**config.mk**
```make
export PLATFORM = sky130hd
export DESIGN_NAME = video_timing_gen
export DESIGN_NICKNAME = d
export VERILOG_FILES = /design/src/rtl/video_pkg.sv /design/src/rtl/video_timing_gen_wrap_counter.sv /design/src/rtl/video_timing_gen.sv
export SDC_FILE = /design/constraint.sdc
export NUM_CORES = 1
export LEC_CHECK = 0
export BUFFER_PORTS_ARGS = -buffer_cell sky130_fd_sc_hd__buf_2
export CAP_MARGIN = 20
export CORE_ASPECT_RATIO = 0.9
export CORE_MARGIN = 5
export CORE_UTILIZATION = 28
export CTS_CLUSTER_SIZE = 25
export DETAILED_ROUTE_END_ITERATION = 6
export GPL_TIMING_DRIVEN = 0
export PLACE_DENSITY = 0.45
export SYNTH_ARGS = -nofsm -noshare
export SYNTH_HDL_FRONTEND = slang
export SYNTH_SLANG_ARGS = --single-unit
```
**constraint.sdc**
```tcl
create_clock -name rfr_clk -period 2.3 [get_ports rfr_clk]
set_clock_uncertainty 0.15 [all_clocks]
set_input_delay 0.345 -clock rfr_clk [delete_from_list [all_inputs] [get_ports rfr_clk]]
set_output_delay 0.345 -clock rfr_clk [all_outputs]
set_load 0.01 [all_outputs]
```
**src/rtl/video_pkg.sv**
```systemverilog
// video_pkg
//   Shared definitions for the video timing generator and the downstream
//   pixel stage: default 720p timing constants, the counter width, the
//   generator state enum and a small window-compare helper.
package video_pkg;

  // Width of the pixel and line counters
  localparam int CNT_W = 12;

  // Default 1280x720 timing, horizontal in pixels, vertical in lines
  localparam int DEF_H_ACTIVE = 1280;
  localparam int DEF_H_FP     = 110;
  localparam int DEF_H_SYNC   = 40;
  localparam int DEF_H_BP     = 220;
  localparam int DEF_V_ACTIVE = 720;
  localparam int DEF_V_FP     = 5;
  localparam int DEF_V_SYNC   = 5;
  localparam int DEF_V_BP     = 20;

  typedef enum logic {
    IDLE = 1'b0,
    RUN  = 1'b1
  } vtg_state_t;

  // True when lo <= v < hi. One extra bit of width so that a bound equal
  // to the full 4096 count still compares correctly.
  function automatic logic in_window(input logic [CNT_W:0] v,
                                     input logic [CNT_W:0] lo,
                                     input logic [CNT_W:0] hi);
    return (v >= lo) && (v < hi);
  endfunction

endpackage

```
**src/rtl/video_timing_gen_wrap_counter.sv**
```systemverilog
// wrap_counter
//   12-bit counter that counts 0..MAX-1 and wraps back to 0.
//   Ports:
//     rfr_clk    - clock, rising edge
//     reset      - synchronous active-high reset, clears the count
//     clear      - load zero (takes priority over inc)
//     inc        - advance by one, wrapping after MAX-1
//     count      - registered count
//     count_next - value count takes on the next edge
//     tc         - terminal count, high while count == MAX-1
module wrap_counter
  import video_pkg::*;
#(
  parameter int MAX = 4096
) (
  input  logic             rfr_clk,
  input  logic             reset,
  input  logic             clear,
  input  logic             inc,
  output logic [CNT_W-1:0] count,
  output logic [CNT_W-1:0] count_next,
  output logic             tc
);

  localparam logic [CNT_W-1:0] LAST = CNT_W'(MAX - 1);

  assign tc = (count == LAST);

  // Next value is exposed so the owner can register decodes that line up
  // with the count they describe.
  always_comb begin
    count_next = count;
    if (clear) begin
      count_next = '0;
    end else if (inc) begin
      count_next = tc ? '0 : count + CNT_W'(1);
    end
  end

  always_ff @(posedge rfr_clk) begin
    if (reset) begin
      count <= '0;
    end else begin
      count <= count_next;
    end
  end

endmodule

```
**src/rtl/video_timing_gen.sv**
```systemverilog
// video_timing_gen
//   Raster timing generator: pixel/line counters plus registered
//   video_on, hsync, vsync and start-of-frame, all describing the
//   pixel_cnt/line_cnt shown in the same cycle.
//   Optional macro VTG_FRAME_CNT_EN adds a 16-bit frame counter output.
//   Ports:
//     rfr_clk   - pixel clock, rising edge
//     reset     - synchronous active-high reset
//     en        - run request; dropping it stops only at frame end
//     pixel_cnt - horizontal position 0..H_TOTAL-1
//     line_cnt  - vertical position 0..V_TOTAL-1
//     video_on  - high inside the active area
//     hsync     - horizontal sync, active level SYNC_POL
//     vsync     - vertical sync, active level SYNC_POL
//     sof       - one-cycle pulse at pixel 0, line 0
//     frame_cnt - (VTG_FRAME_CNT_EN only) completed-frame count
module video_timing_gen
  import video_pkg::*;
#(
  parameter int   H_ACTIVE = DEF_H_ACTIVE,
  parameter int   H_FP     = DEF_H_FP,
  parameter int   H_SYNC   = DEF_H_SYNC,
  parameter int   H_BP     = DEF_H_BP,
  parameter int   V_ACTIVE = DEF_V_ACTIVE,
  parameter int   V_FP     = DEF_V_FP,
  parameter int   V_SYNC   = DEF_V_SYNC,
  parameter int   V_BP     = DEF_V_BP,
  parameter logic SYNC_POL = 1'b1
) (
  input  logic             rfr_clk,
  input  logic             reset,
  input  logic             en,
  output logic [CNT_W-1:0] pixel_cnt,
  output logic [CNT_W-1:0] line_cnt,
  output logic             video_on,
  output logic             hsync,
  output logic             vsync,
  output logic             sof
`ifdef VTG_FRAME_CNT_EN
  ,
  output logic [15:0]      frame_cnt
`endif
);

  localparam int H_TOTAL = H_ACTIVE + H_FP + H_SYNC + H_BP;
  localparam int V_TOTAL = V_ACTIVE + V_FP + V_SYNC + V_BP;

  localparam logic [CNT_W:0] H_ACT_END  = (CNT_W+1)'(H_ACTIVE);
  localparam logic [CNT_W:0] H_SYNC_BEG = (CNT_W+1)'(H_ACTIVE + H_FP);
  localparam logic [CNT_W:0] H_SYNC_END = (CNT_W+1)'(H_ACTIVE + H_FP + H_SYNC);
  localparam logic [CNT_W:0] V_ACT_END  = (CNT_W+1)'(V_ACTIVE);
  localparam logic [CNT_W:0] V_SYNC_BEG = (CNT_W+1)'(V_ACTIVE + V_FP);
  localparam logic [CNT_W:0] V_SYNC_END = (CNT_W+1)'(V_ACTIVE + V_FP + V_SYNC);

  vtg_state_t       state, state_next;
  logic             h_clr, h_inc, h_tc;
  logic             v_clr, v_inc, v_tc;
  logic [CNT_W-1:0] h_next, v_next;

  wrap_counter #(.MAX(H_TOTAL)) u_h_cnt (
    .rfr_clk    (rfr_clk),
    .reset      (reset),
    .clear      (h_clr),
    .inc        (h_inc),
    .count      (pixel_cnt),
    .count_next (h_next),
    .tc         (h_tc)
  );

  wrap_counter #(.MAX(V_TOTAL)) u_v_cnt (
    .rfr_clk    (rfr_clk),
    .reset      (reset),
    .clear      (v_clr),
    .inc        (v_inc),
    .count      (line_cnt),
    .count_next (v_next),
    .tc         (v_tc)
  );

  // State register.
  always_ff @(posedge rfr_clk) begin
    if (reset) begin
      state <= IDLE;
    end else begin
      state <= state_next;
    end
  end

  // Next state and counter control. en is only looked at in IDLE and on
  // the very last pixel of a frame, so mid-frame toggles never disturb the
  // raster. Leaving IDLE keeps the counters at zero so the first RUN cycle
  // shows pixel 0, line 0.
  always_comb begin
    state_next = state;
    h_clr      = 1'b0;
    h_inc      = 1'b0;
    v_clr      = 1'b0;
    v_inc      = 1'b0;
    case (state)
      IDLE: begin
        h_clr = 1'b1;
        v_clr = 1'b1;
        if (en) begin
          state_next = RUN;
        end
      end
      RUN: begin
        if (h_tc && v_tc && !en) begin
          state_next = IDLE;
          h_clr      = 1'b1;
          v_clr      = 1'b1;
        end else begin
          h_inc = 1'b1;
          v_inc = h_tc;
        end
      end
      default: begin
        state_next = IDLE;
        h_clr      = 1'b1;
        v_clr      = 1'b1;
      end
    endcase
  end

  // Registered decodes, computed from the counters' next values so they
  // land on the same edge as the position they describe.
  always_ff @(posedge rfr_clk) begin
    if (reset || (state_next == IDLE)) begin
      video_on <= 1'b0;
      hsync    <= ~SYNC_POL;
      vsync    <= ~SYNC_POL;
      sof      <= 1'b0;
    end else begin
      video_on <= ({1'b0, h_next} < H_ACT_END) && ({1'b0, v_next} < V_ACT_END);
      hsync    <= in_window({1'b0, h_next}, H_SYNC_BEG, H_SYNC_END) ? SYNC_POL : ~SYNC_POL;
      vsync    <= in_window({1'b0, v_next}, V_SYNC_BEG, V_SYNC_END) ? SYNC_POL : ~SYNC_POL;
      sof      <= (h_next == '0) && (v_next == '0);
    end
  end

`ifdef VTG_FRAME_CNT_EN
  // Counts only seamless frame-to-frame wraps, so the first sof after IDLE
  // does not bump it. The new value appears together with sof.
  always_ff @(posedge rfr_clk) begin
    if (reset) begin
      frame_cnt <= '0;
    end else if ((state == RUN) && (state_next == RUN) &&
                 (h_next == '0) && (v_next == '0)) begin
      frame_cnt <= frame_cnt + 16'd1;
    end
  end
`endif

endmodule

```
==> Yosys cells after proc, flatten, opt, wreduce, memory -nomap -nowiden <==
Index checks and enable logic that the tools add are counted.
{ "word_totals": {"reg_bits": 29, "n_memories": 0, "ram_bits": 0, "out_inout_bits": 28, "word_cells": 45, "mem_bits_ro": 0, "latch_bits": 0} }
{ "classes": {"magnitude_cmp": 6, "mux": 16, "multipliers": 0, "n_reduce_logical": 10, "n_bitwise": 2, "n_addsub": 2, "n_eq_ne": 2, "n_div": 0, "shifts": 0} }
{ "ops": {"columns": ["op", "count"], "rows": [
  ["$mux W12", 6],
  ["$add A12 B1 Y12 const B", 2],
  ["$logic_not A12 Y1", 2],
  ["$lt A12 B10 Y1 const B", 2],
  ["$lt A12 B11 Y1 const B", 2],
  ["$eq A12 B10 Y1 const B", 1],
  ["$eq A12 B11 Y1 const B", 1],
  ["$ge A12 B10 Y1 const B", 1],
  ["$ge A12 B11 Y1 const B", 1],
  ["$mux W1", 8],
  ["$logic_and A1 B1 Y1", 6],
  ["$pmux W1 S2", 2],
  ["$not A1 Y1", 2],
  ["$logic_not A1 Y1", 1],
  ["$logic_or A1 B1 Y1", 1]
]} }

==> Depth between registers and ports, before layout <==
{ "logic_depth": {"ltp_word": 10, "ltp_mapped": 10, "mapped_depth_nobuf": 9} }

==> Modules after synthesis <==
From an unflattened synthesis, not the netlist that was laid out.
{ "unflattened": {"hier_cells": 206, "hier_area_um2": 1761.7} }
{ "modules_own_cells": {"columns": ["mod", "instances", "seq_area_each_um2", "cells_per_inst", "area_each_um2"], "rows": [
  ["wrap_counter (u_h_cnt)", 1, 240.2, 82, 753.2],
  ["wrap_counter (u_v_cnt)", 1, 240.2, 80, 675.6],
  ["video_timing_gen", 1, 100.1, 44, 332.8]
]} }

==> Worst setup path after synthesis <==
No wires, ideal clock.
{ "synth_timing": {"path_type": "flip-flop to flip-flop", "start": "register u_h_cnt.count[8]", "end": "register video_on", "n_path_buf": 1, "stages_incl_launch_ff": 9, "path_slack_ns": -0.094, "arrival_ns": 2.118, "setup_ns": 0.126, "cell_sequence": "dfxtp_1 > or3_4 > or3_4 > buf_6 > nor4_1 > o21ai_1 > nor4_2 > o2bb2ai_1 > a211oi_1"} }
{ "synth_between": {"elab_chain_len": 9, "elab_cells_between_ends": 21, "classes_between": "add/sub: 1; order compare: 2; eq/ne: 1; mux: 12; bitwise: 1; reduce/logical: 4"} }
{ "synth_lines": {"columns": ["item", "line_no", "source"], "rows": [
  ["start: declaration", "video_timing_gen_wrap_counter.sv:20", "output logic [CNT_W-1:0] count,"],
  ["start signal: assignment", "video_timing_gen_wrap_counter.sv:44", "count <= count_next;"],
  ["branches (longest 9 deep; another with $add A12 B1 Y12)", null, null],
  ["end signal: assignment", "video_timing_gen.sv:134", "video_on <= ({1'b0, h_next} < H_ACT_END) && ({1'b0, v_next} < V_ACT_END);"],
  ["end: declaration", "video_timing_gen.sv:35", "output logic video_on,"]
]} }
Parallel ways; which one is timed is not known.
A chain may end at the register's enable or synchronous reset.

==> Worst setup path after layout <==
{ "layout_timing": {"start": "register u_h_cnt.count[8]", "end": "register vsync"} }
{ "layout_between": {"elab_chain_len": 10, "elab_cells_between_ends": 17, "classes_between": "order compare: 2; eq/ne: 1; mux: 9; bitwise: 1; reduce/logical: 4"} }
{ "layout_lines": {"columns": ["item", "line_no", "source"], "rows": [
  ["$eq A12 B11 Y1 *", "video_timing_gen_wrap_counter.sv:27", "assign tc = (count == LAST);"],
  ["$logic_and A1 B1 Y1 (2 in a row)", "video_timing_gen.sv:108", "if (h_tc && v_tc && !en) begin"],
  ["$mux W1", "video_timing_gen.sv:108", null],
  ["$mux W1", "video_timing_gen.sv:99", "case (state)"],
  ["$mux W12", "video_timing_gen_wrap_counter.sv:35", "end else if (inc) begin"],
  ["$mux W12", "video_timing_gen_wrap_counter.sv:33", "if (clear) begin"],
  ["$ge A12 B10 Y1 / $lt A12 B10 Y1 (equally long branches)", "video_pkg.sv:30", "return (v >= lo) && (v < hi);"],
  ["$logic_and A1 B1 Y1", "video_pkg.sv:30", null],
  ["$mux W1", "video_timing_gen.sv:136", "vsync <= in_window({1'b0, v_next}, V_SYNC_BEG, V_SYNC_END) ? SYNC_POL : ~SYNC_POL;"],
  ["end signal: assignment", "video_timing_gen.sv:131", "vsync <= ~SYNC_POL;"],
  ["end signal: assignment", "video_timing_gen.sv:136", null],
  ["end: declaration", "video_timing_gen.sv:37", "output logic vsync,"]
]} }
Mark *: on every way between the ends. The rest lies on a longest branch, timed or not.

==> results.yml <==
logic_synthesis:
  async_reset_ff_frac: 0
  synthDistinctLibCells: 49
  synth-edff-count: 0
  synth_fp_nets: 238
  synth-warning-count: 0
  ys_seq_area_frac: 0.326
  syn_avg_cell_area_um2: 7.71
  ys_seq_elements: 29
  synth_flop_cell: "dfxtp_1"
  synthCells: 231
  syn_area_um2: 1780
sta:
  worst_slack_ns: -0.211
  finalHoldViolations: 0
  rsz0062_at_grt: "yes"
  fin_crit_sh: 1.09
  drv_slew: 0
  finalSetupViolCount: 4
  max_freq_mhz: 398
  hold_ws_ns: 0.323
  finalCriticalPeriod_ns: 2.51
  tightest_slew_ns: 0.649
  slew_headroom: 0.567
die:
  dieArea_um2: 8060
  fp.dieW_um: 94.1
  num_rows: 27
  initial_utilization: 0.290
  die_h_um: 85.7
  io_pins: 31
  core_area_um2: 6150
worst_setup_path:
  crit_path_max_incr_delay_ns: 0.41
  cp_cell_sequence: "or3_4 > or3_4 > buf_8 > o31a_1 > o21ai_2 > nand2_1 > nor4_2 > o2111a_1"
  cp-end-kind: "flop"
  critPathMaxFanout: 5
  regToRegSetupSlack_ns: -0.21
  arrival_ns: 2.59
  crit_slowest_cell: "or3_4"
  criticalPathCategory: "flop to flop"
  path_common_cell: "or3_4"
  cp-start-kind: "flop"
  worst_ep_required_time_ns: 2.37
run_status:
  status: "finished, violations left"
  violations: "negative setup slack"
run:
  max-cap-violations: 0
pwr:
  power_leakage_nw: 0.919
  ir_drop_mv: 0.183
  p_per_area_nw_per_um2: 412
clock_network:
  clock_latency_ns: 0.29
  cts_tree: "built"
  cts_buffers: 5
  clk_path_buf_depth: 2
  clk_pin_slew_ns: 0.08
  htreeDepth: 2
  ctsRootBufferMaster: "clkbuf_8"
  clock-sinks: 29
grt:
  grt.overflow.total: 0
  grt_max_degree: 11
  grt_pass1_vias: 1808
  groute.usage.overall: 0.148
  antenna_found_initial: 0
  grt_pass1_wl_mm: 9.45
detailed_routing:
  dr.pass1.iters: 4
  drc_errors: 0
  wl_mm: 5.69
  via_per_inst: 5.15
  final_antenna_net_count: 0
  wire_per_inst_um: 15.6
  drtIter0Drc: 67
  num_vias: 1885
cells_and_area:
  syn_to_final_growth_pct: 35.4
  fin_nets: 285
  drive_gt1_frac: 0.344
  final_cells: 366
  insertedDiodeCount: 0
worst_hold_path:
  hold_class: "input pin to flop"
placement:
  dp_cells: 347
  gp_congestion: 0.830
  portBuffers: 29
  dpl.hpwl_mm: 4.06
==> stage by stage <==
stage / power (mW) / setup TNS (ns) / setup WS [ns] / util / area, um^2
after floorplan: 0.549 / 0 / 0.0119 / - / 1830
after global placement: 0.565 / -1.38 / -0.394 / 0.339 / 2080
after detailed placement: 0.565 / -1.19 / -0.379 / 0.339 / 2080
after CTS: 0.993 / -0.625 / -0.222 / 0.381 / 2340
after global routing: 1.03 / -1.01 / -0.309 / 0.392 / 2410
final: 0.993 / -0.557 / -0.211 / 0.392 / 2410
==> placed cells by master (no fill, tap or decap), types with 3 or more instances in the layout <==
master	netlist	routed
dfxtp_1	29	21
dfxtp_4	0	3
nor2_2	0	3
xor2_1	6	5
o21ai_0	7	6
clkbuf_2	0	3
nor2_1	32	29
nor3_1	8	7
a31oi_1	3	3
o21ai_2	1	4
o22ai_1	3	3
nand2_1	15	15
buf_2	0	29
a21oi_1	18	16
nand4_1	7	7
clkbuf_8	0	6
o211ai_1	3	3
nor4_2	3	4
nor2b_1	3	3
xnor2_1	7	7
dfxtp_2	0	5
nand3_1	18	17
clkbuf_1	9	3
buf_4	0	11
inv_1	8	8
and3_1	6	4
==> cells by family after synthesis <==
logic type / count (synthesis) / synth area share
flip-flops: 29 / 0.326
AND/OR/NAND/NOR: 111 / 0.333
XOR/XNOR: 13 / 0.0639
buffers and inverters: 19 / 0.0443
adder cells (fa/ha/maj): 5 / 0.0337
AO/OA/AOI/OAI: 54 / 0.199
==> area by class of cell <==
| cell class | count | area, um^2 |
|---|---|---|
| fill | 679 | 3740 |
| tap | 87 | 109 |
| inverter | 8 | 30.0 |
| clock buffer | 5 | 68.8 |
| timing repair buffer | 41 | 260 |
| clock inverter | 3 | 17.5 |
| multi-input combinational | 183 | 1260 |
| buffer | 10 | 66.3 |
| sequential | 29 | 598 |
==> registers in the layout, summed over array words and instances, names as in the netlist <==
signal         cells
video_on           1
vsync              1
hsync              1
u_v_cnt.count     12
u_h_cnt.count     12
sof                1
state              1
==> routing by layer <==
metal | up-vias | GRT usage | part of all wire
met1 | 901 | 0.217 | 0.53
li1 | 939 | - | -
met5 | - | 0 | 0
met3 | 6 | 0.0386 | 0.048
met4 | 0 | 0.0354 | 0.0091
met2 | 39 | 0.215 | 0.41
==> report_power, final <==
group | total (mW) | switching, mW | internal, mW
sequential | 0.507 | 0.00264 | 0.504
combinational | 0.0478 | 0.0317 | 0.0161
clock | 0.439 | 0.230 | 0.209
total | 0.993 | 0.264 | 0.729
==> synth_stat cells, types with 5 or more instances <==
cell type  count  area share
dfxtp_1       29        0.33
a21oi_1       18       0.051
nor2_1        32       0.067
nand3_1       18       0.051
and3_1         6       0.021
nor3_1         8       0.022
o21ai_0        7       0.020
nor4_1         5       0.018
nand2_1       15       0.032
xor2_1         6       0.030
nand4_1        7       0.025
xnor2_1        7       0.034
clkbuf_1       9       0.019
inv_1          8       0.017
==> final timing paths <==
path | startpoint | to | cells after the start
setup / recovery | u_h_cnt.count[8] | vsync | 8
hold / removal | reset | u_v_cnt.count[3] | 2
setup reg to reg | u_h_cnt.count[8] | vsync | 8
hold reg to reg | u_v_cnt.count[1] | u_v_cnt.count[1] | 2
==> worst max-delay path: cells and delay by family (launching register included) <==
kind | cells | cell delay [ns]
simple gates | 4 | 1.09
compound gates | 3 | 0.70
buf+inv | 1 | 0.15
flops | 1 | 0.34
==> timing repair <==
item / CTS / global route
endpoints found under the hold margin: 0 / 0
setup endpoints to repair: 13 / 16
buffers inserted: 10 / 1
gates resized for setup: 21 / 15
hold buffers: 0 / 0
cloned: 1 / 0
pin swaps: 7 / 4
Note: power is estimated with default switching activity, not from simulation.
